[config.mk]
export PLATFORM = sky130hd
export DESIGN_NAME = argmax_select_flat
export DESIGN_NICKNAME = d
export VERILOG_FILES = /design/src/rtl/argmax_select_if.sv /design/src/rtl/argmax_select.sv /design/src/flat_wrapper.sv
export SDC_FILE = /design/constraint.sdc
export NUM_CORES = 1
export LEC_CHECK = 0
export BUFFER_PORTS_ARGS = -buffer_cell sky130_fd_sc_hd__buf_2
export CORE_ASPECT_RATIO = 2
export CORE_MARGIN = 2
export CORE_UTILIZATION = 51
export CTS_BUF_LIST = sky130_fd_sc_hd__clkbuf_8
export DETAILED_ROUTE_END_ITERATION = 8
export GPL_ROUTABILITY_DRIVEN = 1
export PLACE_DENSITY = 0.82
export SYNTH_ARGS = -nofsm -noshare
export SYNTH_HDL_FRONTEND = slang
export SYNTH_SLANG_ARGS = --single-unit
[constraint.sdc]
create_clock -name clk -period 1.7 [get_ports clk]
set_clock_uncertainty 0.2 [all_clocks]
set_input_delay 0.34 -clock clk [delete_from_list [all_inputs] [get_ports clk]]
set_output_delay 0.34 -clock clk [all_outputs]
set_load 0.02 [all_outputs]
[src/rtl/argmax_select_if.sv]
// Handshake/data bundle between the inference engine score mux and the argmax stage.
interface argmax_select_if #(
  parameter int DATA_WIDTH = 5,
  parameter int IDX_WIDTH  = 4
);
  logic                  start;
  logic                  clear;
  logic [IDX_WIDTH-1:0]  out_idx;
  logic [DATA_WIDTH-1:0] score;
  logic                  busy;
  logic                  valid;
  logic [IDX_WIDTH-1:0]  class_idx;
  logic [DATA_WIDTH-1:0] max_score;
  logic [DATA_WIDTH:0]   margin;

  modport master (
    output start, clear, score,
    input  out_idx, busy, valid, class_idx, max_score, margin
  );

  modport slave (
    input  start, clear, score,
    output out_idx, busy, valid, class_idx, max_score, margin
  );
endinterface

[src/rtl/argmax_select.sv]
// Sequential argmax over the engine score mux; reports winning class with a one-cycle valid.
// Optional runner-up margin tracking is built when ARGMAX_MARGIN_EN is defined.
module argmax_select #(
  parameter int DATA_WIDTH  = 5,
  parameter int NUM_CLASSES = 10,
  parameter int IDX_WIDTH   = 4
) (
  input  logic            clk,
  input  logic            rst,
  argmax_select_if.slave  bus
);

  typedef enum logic {IDLE, SCAN} state_t;

  localparam logic [IDX_WIDTH-1:0]         LAST_IDX  = IDX_WIDTH'(NUM_CLASSES - 1);
  localparam logic signed [DATA_WIDTH-1:0] SCORE_MIN = {1'b1, {(DATA_WIDTH-1){1'b0}}};

  state_t                       state, state_nx;
  logic                         init, step, finish;
  logic                         last, beats_best;
  logic [IDX_WIDTH-1:0]         idx, best_idx, best_idx_nx;
  logic signed [DATA_WIDTH-1:0] best, best_nx, score_s;
  logic                         valid_q;
  logic [IDX_WIDTH-1:0]         class_q;
  logic signed [DATA_WIDTH-1:0] max_q;

  assign score_s    = $signed(bus.score);
  assign last       = (idx == LAST_IDX);
  assign beats_best = (score_s > best);

  always_ff @(posedge clk or negedge rst) begin
    if (!rst) state <= IDLE;
    else      state <= state_nx;
  end

  // On the final compare a held start re-arms the sweep directly, giving a
  // result every NUM_CLASSES cycles with no idle cycle in between.
  always_comb begin
    state_nx = state;
    init     = 1'b0;
    step     = 1'b0;
    finish   = 1'b0;
    case (state)
      IDLE: begin
        if (bus.start) begin
          state_nx = SCAN;
          init     = 1'b1;
        end
      end
      SCAN: begin
        step = 1'b1;
        if (last) begin
          finish = 1'b1;
          if (bus.start) init     = 1'b1;
          else           state_nx = IDLE;
        end
      end
      default: state_nx = IDLE;
    endcase
    if (bus.clear) begin
      state_nx = IDLE;
      init     = 1'b0;
      step     = 1'b0;
      finish   = 1'b0;
    end
  end

  always_comb begin
    best_nx     = best;
    best_idx_nx = best_idx;
    if (beats_best) begin
      best_nx     = score_s;
      best_idx_nx = idx;
    end
  end

  always_ff @(posedge clk or negedge rst) begin
    if (!rst) begin
      idx      <= '0;
      best     <= '0;
      best_idx <= '0;
      valid_q  <= 1'b0;
      class_q  <= '0;
      max_q    <= '0;
    end else if (bus.clear) begin
      idx      <= '0;
      best     <= '0;
      best_idx <= '0;
      valid_q  <= 1'b0;
      class_q  <= '0;
      max_q    <= '0;
    end else begin
      valid_q <= finish;
      if (finish) begin
        class_q <= best_idx_nx;
        max_q   <= best_nx;
      end
      if (init) begin
        idx      <= '0;
        best     <= SCORE_MIN;
        best_idx <= '0;
      end else if (step) begin
        best     <= best_nx;
        best_idx <= best_idx_nx;
        idx      <= finish ? '0 : idx + 1'b1;
      end
    end
  end

`ifdef ARGMAX_MARGIN_EN
  logic signed [DATA_WIDTH-1:0] second, second_nx;
  logic [DATA_WIDTH:0]          margin_q;

  always_comb begin
    second_nx = second;
    if (beats_best)          second_nx = best;
    else if (score_s > second) second_nx = score_s;
  end

  // Sign-extend by one bit so max-minus-runner-up spans the full positive range.
  always_ff @(posedge clk or negedge rst) begin
    if (!rst) begin
      second   <= '0;
      margin_q <= '0;
    end else if (bus.clear) begin
      second   <= '0;
      margin_q <= '0;
    end else begin
      if (finish)
        margin_q <= {best_nx[DATA_WIDTH-1], best_nx} - {second_nx[DATA_WIDTH-1], second_nx};
      if (init)      second <= SCORE_MIN;
      else if (step) second <= second_nx;
    end
  end

  assign bus.margin = margin_q;
`else
  assign bus.margin = '0;
`endif

  assign bus.out_idx   = idx;
  assign bus.busy      = (state == SCAN);
  assign bus.valid     = valid_q;
  assign bus.class_idx = class_q;
  assign bus.max_score = max_q;

endmodule
[src/flat_wrapper.sv]
// flat-port wrapper written by rule: the top's interface ports become plain ports
module argmax_select_flat 
#(
  parameter int DATA_WIDTH  = 5,
  parameter int NUM_CLASSES = 10,
  parameter int IDX_WIDTH   = 4
)
  (clk, rst, bus_start, bus_clear, bus_score, bus_out_idx, bus_busy, bus_valid, bus_class_idx, bus_max_score, bus_margin);
  argmax_select_if #(.DATA_WIDTH(DATA_WIDTH), .IDX_WIDTH(IDX_WIDTH)) bus_i ();
  input  logic clk;
  input  logic rst;
  input wire logic [$bits(bus_i.start)-1:0] bus_start;
  input wire logic [$bits(bus_i.clear)-1:0] bus_clear;
  input wire logic [$bits(bus_i.score)-1:0] bus_score;
  output wire logic [$bits(bus_i.out_idx)-1:0] bus_out_idx;
  output wire logic [$bits(bus_i.busy)-1:0] bus_busy;
  output wire logic [$bits(bus_i.valid)-1:0] bus_valid;
  output wire logic [$bits(bus_i.class_idx)-1:0] bus_class_idx;
  output wire logic [$bits(bus_i.max_score)-1:0] bus_max_score;
  output wire logic [$bits(bus_i.margin)-1:0] bus_margin;
  assign bus_i.start = bus_start;
  assign bus_i.clear = bus_clear;
  assign bus_i.score = bus_score;
  assign bus_out_idx = bus_i.out_idx;
  assign bus_busy = bus_i.busy;
  assign bus_valid = bus_i.valid;
  assign bus_class_idx = bus_i.class_idx;
  assign bus_max_score = bus_i.max_score;
  assign bus_margin = bus_i.margin;
  argmax_select #(.DATA_WIDTH(DATA_WIDTH), .NUM_CLASSES(NUM_CLASSES), .IDX_WIDTH(IDX_WIDTH)) u_core (.clk(clk), .rst(rst), .bus(bus_i));
endmodule
### After elaboration in Yosys (flattened, before gate mapping)

Cells that the tools add are included.

* bits in registers: 24
* bits of input ports: 9
* output and inout port bits: 21
* word-level logic and storage cells: 42

* add/sub/neg operators: 1
* order comparisons: 1
* equality and inequality tests: 1
* multiplexer cells: 29
* bitwise operators: 1
* reduce and logical (&&, ||, !) cells: 2

Operators with widths (count)
* 4-bit 2-to-1 mux: 10
* 5-bit 2-to-1 mux: 6
* 1-bit 2-to-1 mux: 11
* 5-bit > comparator: 1
* 4-bit by 1-bit adder with 4-bit output, second input constant: 1
* 4-bit equality test, second input constant: 1
* 1-bit case mux with 2 select lines: 2
* 3-bit nonzero test: 1
* 2-bit nonzero test: 1
* 1-bit inverter: 1

### Depth between registers and ports, before layout

Gate-level depths: netlist of the first run.

* depth after elaboration: 8
* gate-level depth with buffers: 8

### Worst setup path before layout of the first run

No wires, ideal clock.

* path kind: reg2reg
* start point: register u_core.idx[1], in the netlist u_core.bus.out_idx[1]
* end point: register u_core.best[0]
* library setup time: 0.087 ns
* arrival time: 1.703 ns
* required time: 1.413 ns
* slack: -0.290 ns
* stages on the path, launching flop included: 7
* path buffers: 0
* cells stage by stage: dfrtp_1 inv_1 ha_1 and4b_4 nor3b_4 nand3_4 o211ai_1

* word-level cells in the longest chain between the ends: 6

RTL lines
* start: declaration: RTL line argmax_select.sv:21 `logic [IDX_WIDTH-1:0] idx, best_idx, best_idx_nx;`
* start signal: assignment: RTL line argmax_select.sv:105 `idx <= finish ? '0 : idx + 1'b1;`
* 4-bit equality test (*): RTL line argmax_select.sv:28 `assign last = (idx == LAST_IDX);`
* 1-bit 2-to-1 mux (*): RTL line argmax_select.sv:52 `if (last) begin`
* 1-bit case mux with 2 select lines (*): RTL line argmax_select.sv:43 `case (state)`
* 1-bit 2-to-1 mux (*): RTL line argmax_select.sv:60 `if (bus.clear) begin`
* 5-bit 2-to-1 mux: RTL line argmax_select.sv:98 `if (init) begin`
* 5-bit 2-to-1 mux: RTL line argmax_select.sv:85 `end else if (bus.clear) begin`
* end signal: assignment: RTL line argmax_select.sv:103 `best <= best_nx;`
* end: declaration: RTL line argmax_select.sv:22 `logic signed [DATA_WIDTH-1:0] best, best_nx, score_s;`

Every way passes the cells marked *; elsewhere a longest branch is shown, timed or not.
A chain may end at the register's enable or synchronous reset.

### Worst setup path after layout of the first run

* start point: register u_core.best[2]
* end point: register u_core.class_q[3], in the netlist u_core.bus.class_idx[3]

* word-level cells in the longest chain between the ends: 4

RTL lines
* 5-bit > comparator: RTL line argmax_select.sv:29 `assign beats_best = (score_s > best);`
* 4-bit 2-to-1 mux: RTL line argmax_select.sv:71 `if (beats_best) begin`
* 4-bit 2-to-1 mux: RTL line argmax_select.sv:94 `if (finish) begin`
* 4-bit 2-to-1 mux: RTL line argmax_select.sv:85
* end signal: assignment: RTL line argmax_select.sv:95 `class_q <= best_idx_nx;`
* end: declaration: RTL line argmax_select.sv:24 `logic [IDX_WIDTH-1:0] class_q;`

No other way between the ends. The select of a mux whose other input is x is not followed.

==> metrics.cfg, run 1 <==
[worst_setup_path]
criticalPathCategory = flop to flop
max_stage_delay_ps = 380
startpoint_type = flop
critPathSlowestCell = dfrtp_1
worstPathRequired_ps = 1640
cp-end-kind = flop
crit_path_cell_trace = inv_2 > ha_4 > nand3_4 > buf_4 > o21a_4 > a211oi_1 > nor3_1
rr_worst_depth = 7
regToRegSetupSlack_ps = -360
crit_fanout = 8
crit_arrival_ps = 2010

[sta]
slew_viol_final = 0
setup_viol = 18
max_freq_ghz = 0.4847
fin_ws_ps = -363.3
worstMarginPinSlew_ps = 535.6
finalHoldViolations = 0
fin_crit_ps = 2063
rsz0062_at_grt = true
fin_crit_sh_pct = 121.4
final.setup.tns_ps = -4438
max_slew_margin_pct = 64.29

[clocking]
clkTransAtPathRegs_ps = 80
clock_latency_ps = 260
cts_inserted_buffers = 3
cts_sinks = 24
ctsRootBufferMaster = clkbuf_8
cts_tree = yes
htree_levels = 1
clk_path_buf_depth = 2

[final_layout]
final_util_pct = 79.86
nFillCells = 168
diodes = 0
multi_input_area_mm2 = 0.001071
seq_area_um2 = 603.1
nets = 236
fin_area_mm2 = 0.002212
area_growth_syn_to_layout_pct = 47.33
final_layout_size_suffix_gt1_share_pct = 48.40
instances_no_fill = 248

[synthesis]
synth_warnings = 0
yosysUniqueCellTypes = 38
synth.area.top_cells = dfrtp_1, o211ai_1, ha_1, a311oi_1, buf_4
synthesis.area_mm2 = 0.001501
synth_cells = 163
yosysSeqAreaShare_pct = 40.00
avgSynthCellArea_um2 = 9.211
ys_ff_latch = 24
synth_top_area_share_pct = 40.00
synth_top_cell_by_area = dfrtp_1

[power]
p_per_area_mw_per_mm2 = 648.7
peakVddDrop_mv = 0.6595
p_leak_nw = 0.9632

[route]
num_vias = 1588
route.detailed.drc = 0
postRouteAntennaNets = 0
wl_um = 5191
via_per_inst = 6.403
wl_per_cell_um = 20.93
drt_iter0_markers = 103
dr.pass1.iters = 4

[die]
die_area_mm2 = 0.003420
fp.coreArea_mm2 = 0.002770
rows = 27
start_util_pct = 54.20
die_w_um = 42.37
die_y_um = 80.73
io_pins = 30

[global_route]
grt_max_degree = 25
grt_pass1_wl_um = 7341
grt-ovfl-total = 0
grt_pass1_vias = 1580
grt_antenna_before_repair = 0
track_usage_pct = 28.19

[status]
failed_checks = negative setup slack
outcome = finished, violations left

[placed_design]
portBuffers = 23
dp_cells = 231
gp_congestion = 0.8819
hpwl_um = 2958
place_worst_setup_slack_ps = -363.6
place_area_mm2 = 0.001844

[flow_run]
maxCapViolCount = 0

[min_path]
hold_depth = 2
hp-class = input pin to flop

==> stage by stage <==
stage / total power [mW] / hold slack, ps
after detailed placement: 0.9280 / 144.1
after floorplan: 0.8242 / -155.6
after CTS: 1.355 / 145.1
final: 1.435 / 161.1
after global routing: 1.483 / 170.5
after global placement: 0.9133 / 139.2
==> registers in the layout, indices dropped and copies added, names as in the netlist <==
name	flops
u_core.bus.valid	1
u_core.bus.out_idx	4
u_core.bus.class_idx	4
u_core.bus.max_score	5
u_core.bus.busy	1
u_core.best_idx	4
u_core.best	5
==> Yosys cell counts <==
cell,count
and3b_2,1
o221a_2,1
nor3b_2,1
a311oi_1,7
nand2_1,12
or3_1,1
nand3_4,1
nor3b_4,1
inv_1,13
o21ai_2,1
clkbuf_1,3
mux2_2,1
o211ai_1,17
buf_6,2
o21a_1,1
and2_1,1
o21ai_0,7
a21oi_1,8
buf_2,2
nor3_1,7
nor2_1,14
a21bo_2,1
nor4_1,2
nand3_2,1
o221ai_2,1
dfrtp_1,24
o21ai_1,1
buf_4,7
and4b_4,1
nand3_1,7
nor2b_1,1
conb_1,1
nand3b_1,2
nand2b_1,2
ha_1,7
a211oi_1,1
a31oi_1,1
a221oi_1,1
==> cells in the final DEF, fill, tap and decap left out, types with 3 or more instances in the layout <==
| cell | instances |
|---|---|
| clkbuf_8 | 3 |
| nand3_2 | 4 |
| o221a_4 | 3 |
| ha_4 | 5 |
| dfrtp_1 | 22 |
| nand2_1 | 11 |
| nor3_1 | 7 |
| conb_1 | 6 |
| nand3_4 | 4 |
| a21oi_1 | 7 |
| o21ai_0 | 4 |
| buf_4 | 32 |
| nor2_1 | 14 |
| o21ai_1 | 3 |
| buf_2 | 23 |
| o211ai_1 | 17 |
| inv_1 | 10 |
| a311oi_2 | 5 |
| inv_2 | 4 |
==> what timing repair did <==
item / 4_1_cts / 5_1_grt
gates cloned: 3 / 0
buffers inserted: 7 / 2
pin swaps: 9 / 17
hold buffers: 1 / 0
endpoints found under the setup margin: 18 / 18
endpoints found under the hold margin: 24 / 0
resized for setup: 21 / 18
==> routing by layer <==
metal	up-vias	part of all wire (%)	track usage, %
li1	706	-	-
met1	757	33	27.23
met2	90	54	54.31
met3	35	5.7	3.778
met4	0	6.5	16.88
met5	-	0	0
==> layout make-up <==
class	instances	area share, %
clock buffer	3	1.867
clock inverter	1	0.1697
inverter	13	2.206
multi-input combinational	119	48.42
sequential	24	27.26
tap	29	1.640
timing repair buffer	59	18.44
==> critical path: cells and delay by family (launching register included) <==
kind            cells  cell delay [ps]
buf+inv             2              230
fa+ha+maj           1              290
flops               1              380
compound gates      2              600
simple gates        2              240
==> power breakdown <==
part           total, mW  switching [mW]  internal, mW
sequential         0.599          0.0150         0.584
clock              0.336           0.175         0.161
combinational      0.499           0.285         0.215
==> cell families (layout without fill, tap and decap cells) <==
logic type	Yosys count	count (layout)	synth area share (%)
adders and majority gates	7	7	5.833
DFF	24	24	40.00
AOI/OAI and AO/OA	48	50	22.92
buffers and inverters	27	76	9.667
muxes	1	1	0.7499
other	1	6	0.2498
and+or+nand+nor	55	55	20.58
==> path summary, 6_finish.rpt <==
kind / start / endpoint
min in group asynchronous: rst / u_core.bus.max_score[2]
setup reg to reg: u_core.best[2] / u_core.bus.class_idx[3]
hold reg to reg: u_core.bus.class_idx[2] / u_core.bus.class_idx[2]
max in group asynchronous: rst / u_core.bus.out_idx[1]
setup / recovery: u_core.best[2] / u_core.bus.class_idx[3]
hold / removal: bus_clear / u_core.bus.busy
(Power assumes the default switching activity.)
==> run 2: changes to the inputs <==
==> constraint.sdc (replaced) <==
create_clock -name clk -period 1.7 [get_ports clk]
set_clock_uncertainty 0.2 [all_clocks]
set_input_delay 0.085 -clock clk [delete_from_list [all_inputs] [get_ports clk]]
set_output_delay 0.085 -clock clk [all_outputs]
set_load 0.02 [all_outputs]
==> run 2 against run 1 <==
The flow still finishes with violations (negative setup slack). Clock power is 20% higher. Worst setup slack better by 41 ps. First-iteration DRC count is 37% lower. Global-route usage is 0.60 points lower. Via count is 0.88% lower. Combinational power is 4.6% lower. Critical endpoint is now u_core.bus.max_score[3]. Largest power group unchanged. Highest routed layer unchanged.
==> metrics.cfg, run 2 (synthesized netlist as in run 1, its figures left out) <==
[worst_setup_path]
worstReg2RegEnd = u_core.bus.max_score[3]
crit_buf_inv = 1  ; -1
regToRegSetupSlack_ps = -320  ; +40 ps
r2r_start = u_core.best[2]
crit_family = compound AO/OA/AOI/OAI gates
critPathSlowestCell = dfrtp_1
crit_path_cell_trace = inv_2 > ha_4 > nand3_4 > o221ai_4 > nand3_1 > a311oi_2
criticalPathCategory = flop to flop
cp-end-kind = flop
worstPathRequired_ps = 1680  ; +40 ps
crit_arrival_ps = 2010  ; about the same
rr_worst_depth = 6  ; -1
crit_fanout = 7  ; -1
startpoint_type = flop
max_stage_delay_ps = 420  ; +40 ps

[global_route]
track_usage_pct = 27.59  ; -0.60 points
grt_max_degree = 25  ; unchanged
grt-ovfl-total = 0  ; unchanged
grt_pass1_wl_um = 7300  ; -0.56%
grt_pass1_vias = 1600  ; +1.3%
grt_antenna_before_repair = 0  ; unchanged

[min_path]
hold_end = u_core.bus.valid
hold_depth = 2  ; unchanged
hp-class = input pin to flop
min_from = bus_clear

[power]
p_comb_share_pct = 32.2  ; -2.6 points
seq_power_share_pct = 40.6  ; -1.2 points
peakVddDrop_mv = 0.4788  ; -27%
p_per_area_mw_per_mm2 = 677.5  ; +4.4%
p_clk_share_pct = 27.2  ; +3.8 points
netSwitchingPower_mw = 0.4808  ; +1.3%
cell_internal_pwr_mw = 0.9966  ; +3.8%
p_leak_nw = 0.9269  ; -3.8%
swShare_pct = 32.54  ; -0.55 points

[clocking]
cts_tree = yes
cts_sinks = 24  ; unchanged
clock_latency_ps = 270  ; about the same
clk_path_buf_depth = 2  ; unchanged
htree_levels = 1  ; unchanged
cts_inserted_buffers = 3  ; unchanged
ctsRootBufferMaster = clkbuf_8
clkTransAtPathRegs_ps = 90  ; about the same

[sta]
worstMarginPinSlew_ps = 551.4  ; +15.76 ps
setup_viol = 18  ; unchanged
finalHoldViolations = 0  ; unchanged
final.setup.tns_ps = -4902  ; -463.7 ps
fin_crit_ps = 2023  ; -40.51 ps
rsz0062_at_grt = true
hold_slack_ps = 28.48  ; -132.6 ps
max_freq_ghz = 0.4944  ; +2.0%
fin_crit_sh_pct = 119.0  ; -2.4 points
slew_viol_final = 0  ; unchanged
max_slew_margin_pct = 63.24  ; -1.1 points
fin_ws_ps = -322.8  ; +40.51 ps

[placed_design]
portBuffers = 23  ; unchanged
hpwl_um = 2722  ; -8.0%
place_area_mm2 = 0.001814  ; -1.6%
dp_cells = 227  ; -1.7%
gp_congestion = 0.8374  ; -5.0%

[final_layout]
final_cell_mix = buf_4, buf_2, dfrtp_1
fin_area_mm2 = 0.002181  ; -1.4%
final_layout_size_suffix_gt1_share_pct = 46.58  ; -1.8 points
diodes = 0  ; unchanged
instances_no_fill = 248  ; unchanged
layout_commonest_cell = buf_4
area_growth_syn_to_layout_pct = 45.25
nets = 236  ; unchanged
final_util_pct = 78.73  ; -1.1 points

[die]
io_pins = 30  ; unchanged
rows = 27  ; unchanged
start_util_pct = 54.20  ; unchanged
die_w_um = 42.37  ; unchanged
die_area_mm2 = 0.003420  ; unchanged
fp.coreArea_mm2 = 0.002770  ; unchanged
die_y_um = 80.73  ; unchanged

[flow_run]
maxCapViolCount = 0  ; unchanged

[route]
route.detailed.drc = 0  ; unchanged
drt_iter0_markers = 65  ; -37%
wl_per_cell_um = 19.20  ; -8.3%
num_vias = 1574  ; -0.88%
postRouteAntennaNets = 0  ; unchanged
wl_um = 4762  ; -8.3%
via_per_inst = 6.347  ; -0.88%
dr.pass1.iters = 4  ; unchanged

[status]
failed_checks = negative setup slack
outcome = finished, violations left

[run 2: changes by cell type in the layout (fill, tap and decap cells not counted), moves of 2 or more]
cell,change
o21ai_0,-3
inv_1,-3
a311oi_1,+2
nand3_1,+3
nand3_4,-2
a311oi_2,-2
dlygate4sd3_1,+3
o21ai_1,+2
buf_4,-5
[run 2: power groups by stage]
stage / logic (mW) / clock network (mW) / registers [mW]
2_1_floorplan: 0.209 / 0 / 0.615
3_3_place_gp: 0.299 / 0 / 0.608
3_5_place_dp: 0.312 / 0 / 0.609
4_1_cts: 0.398 / 0.395 / 0.598
5_1_grt: 0.500 / 0.425 / 0.601
6_report: 0.476 / 0.402 / 0.599
[run 2: metal layers]
metal	wire length, um	GRT usage (%)	vias to the layer above	part of all wire (%)
li1	-	-	712	-
met1	1549	26.23	745	33
met2	2715	51.69	86	57
met3	269	4.667	31	5.6
met4	227	19.06	0	4.8
met5	0	0	-	0
[run 2: what timing repair did]
action | CTS | global route
gates resized for setup | 10 | 26
setup endpoints to repair | 18 | 18
hold buffers | 4 | 1
pin swaps | 9 | 15
buffers inserted | 5 | 4
cloned | 4 | 0
hold endpoints to repair | 29 | 2
[run 2: final cells by class]
| type | count | area (um^2) |
|---|---|---|
| clock buffers | 4 | 55.05 |
| fillers | 179 | 589.3 |
| inverters | 13 | 52.55 |
| multi-input cells | 120 | 1037 |
| flip-flops and latches | 24 | 603.1 |
| well taps | 29 | 36.28 |
| repair buffers | 58 | 396.6 |
[run 2: stage by stage]
step	setup WS [ps]	power, mW
3_3_place_gp	-208.5	0.9067
2_1_floorplan	-139.9	0.8242
3_5_place_dp	-279.2	0.9208
5_1_grt	-379.9	1.527
6_report	-322.8	1.477
4_1_cts	-210.2	1.391
[run 2: how the worst max path moves through the flow]
stage	startpoint	to	slack, ps	cells after the start
final	u_core.best[2]	u_core.bus.max_score[3]	-320	6
after global routing	u_core.best[2]	u_core.best[3]	-380	6
after CTS	u_core.best[2]	u_core.best[4]	-210	6
after detailed placement	u_core.best[4]	u_core.best[4]	-280	6
after global placement	u_core.best[3]	u_core.best[4]	-210	6
after floorplan	u_core.bus.out_idx[1]	u_core.best[0]	-140	6
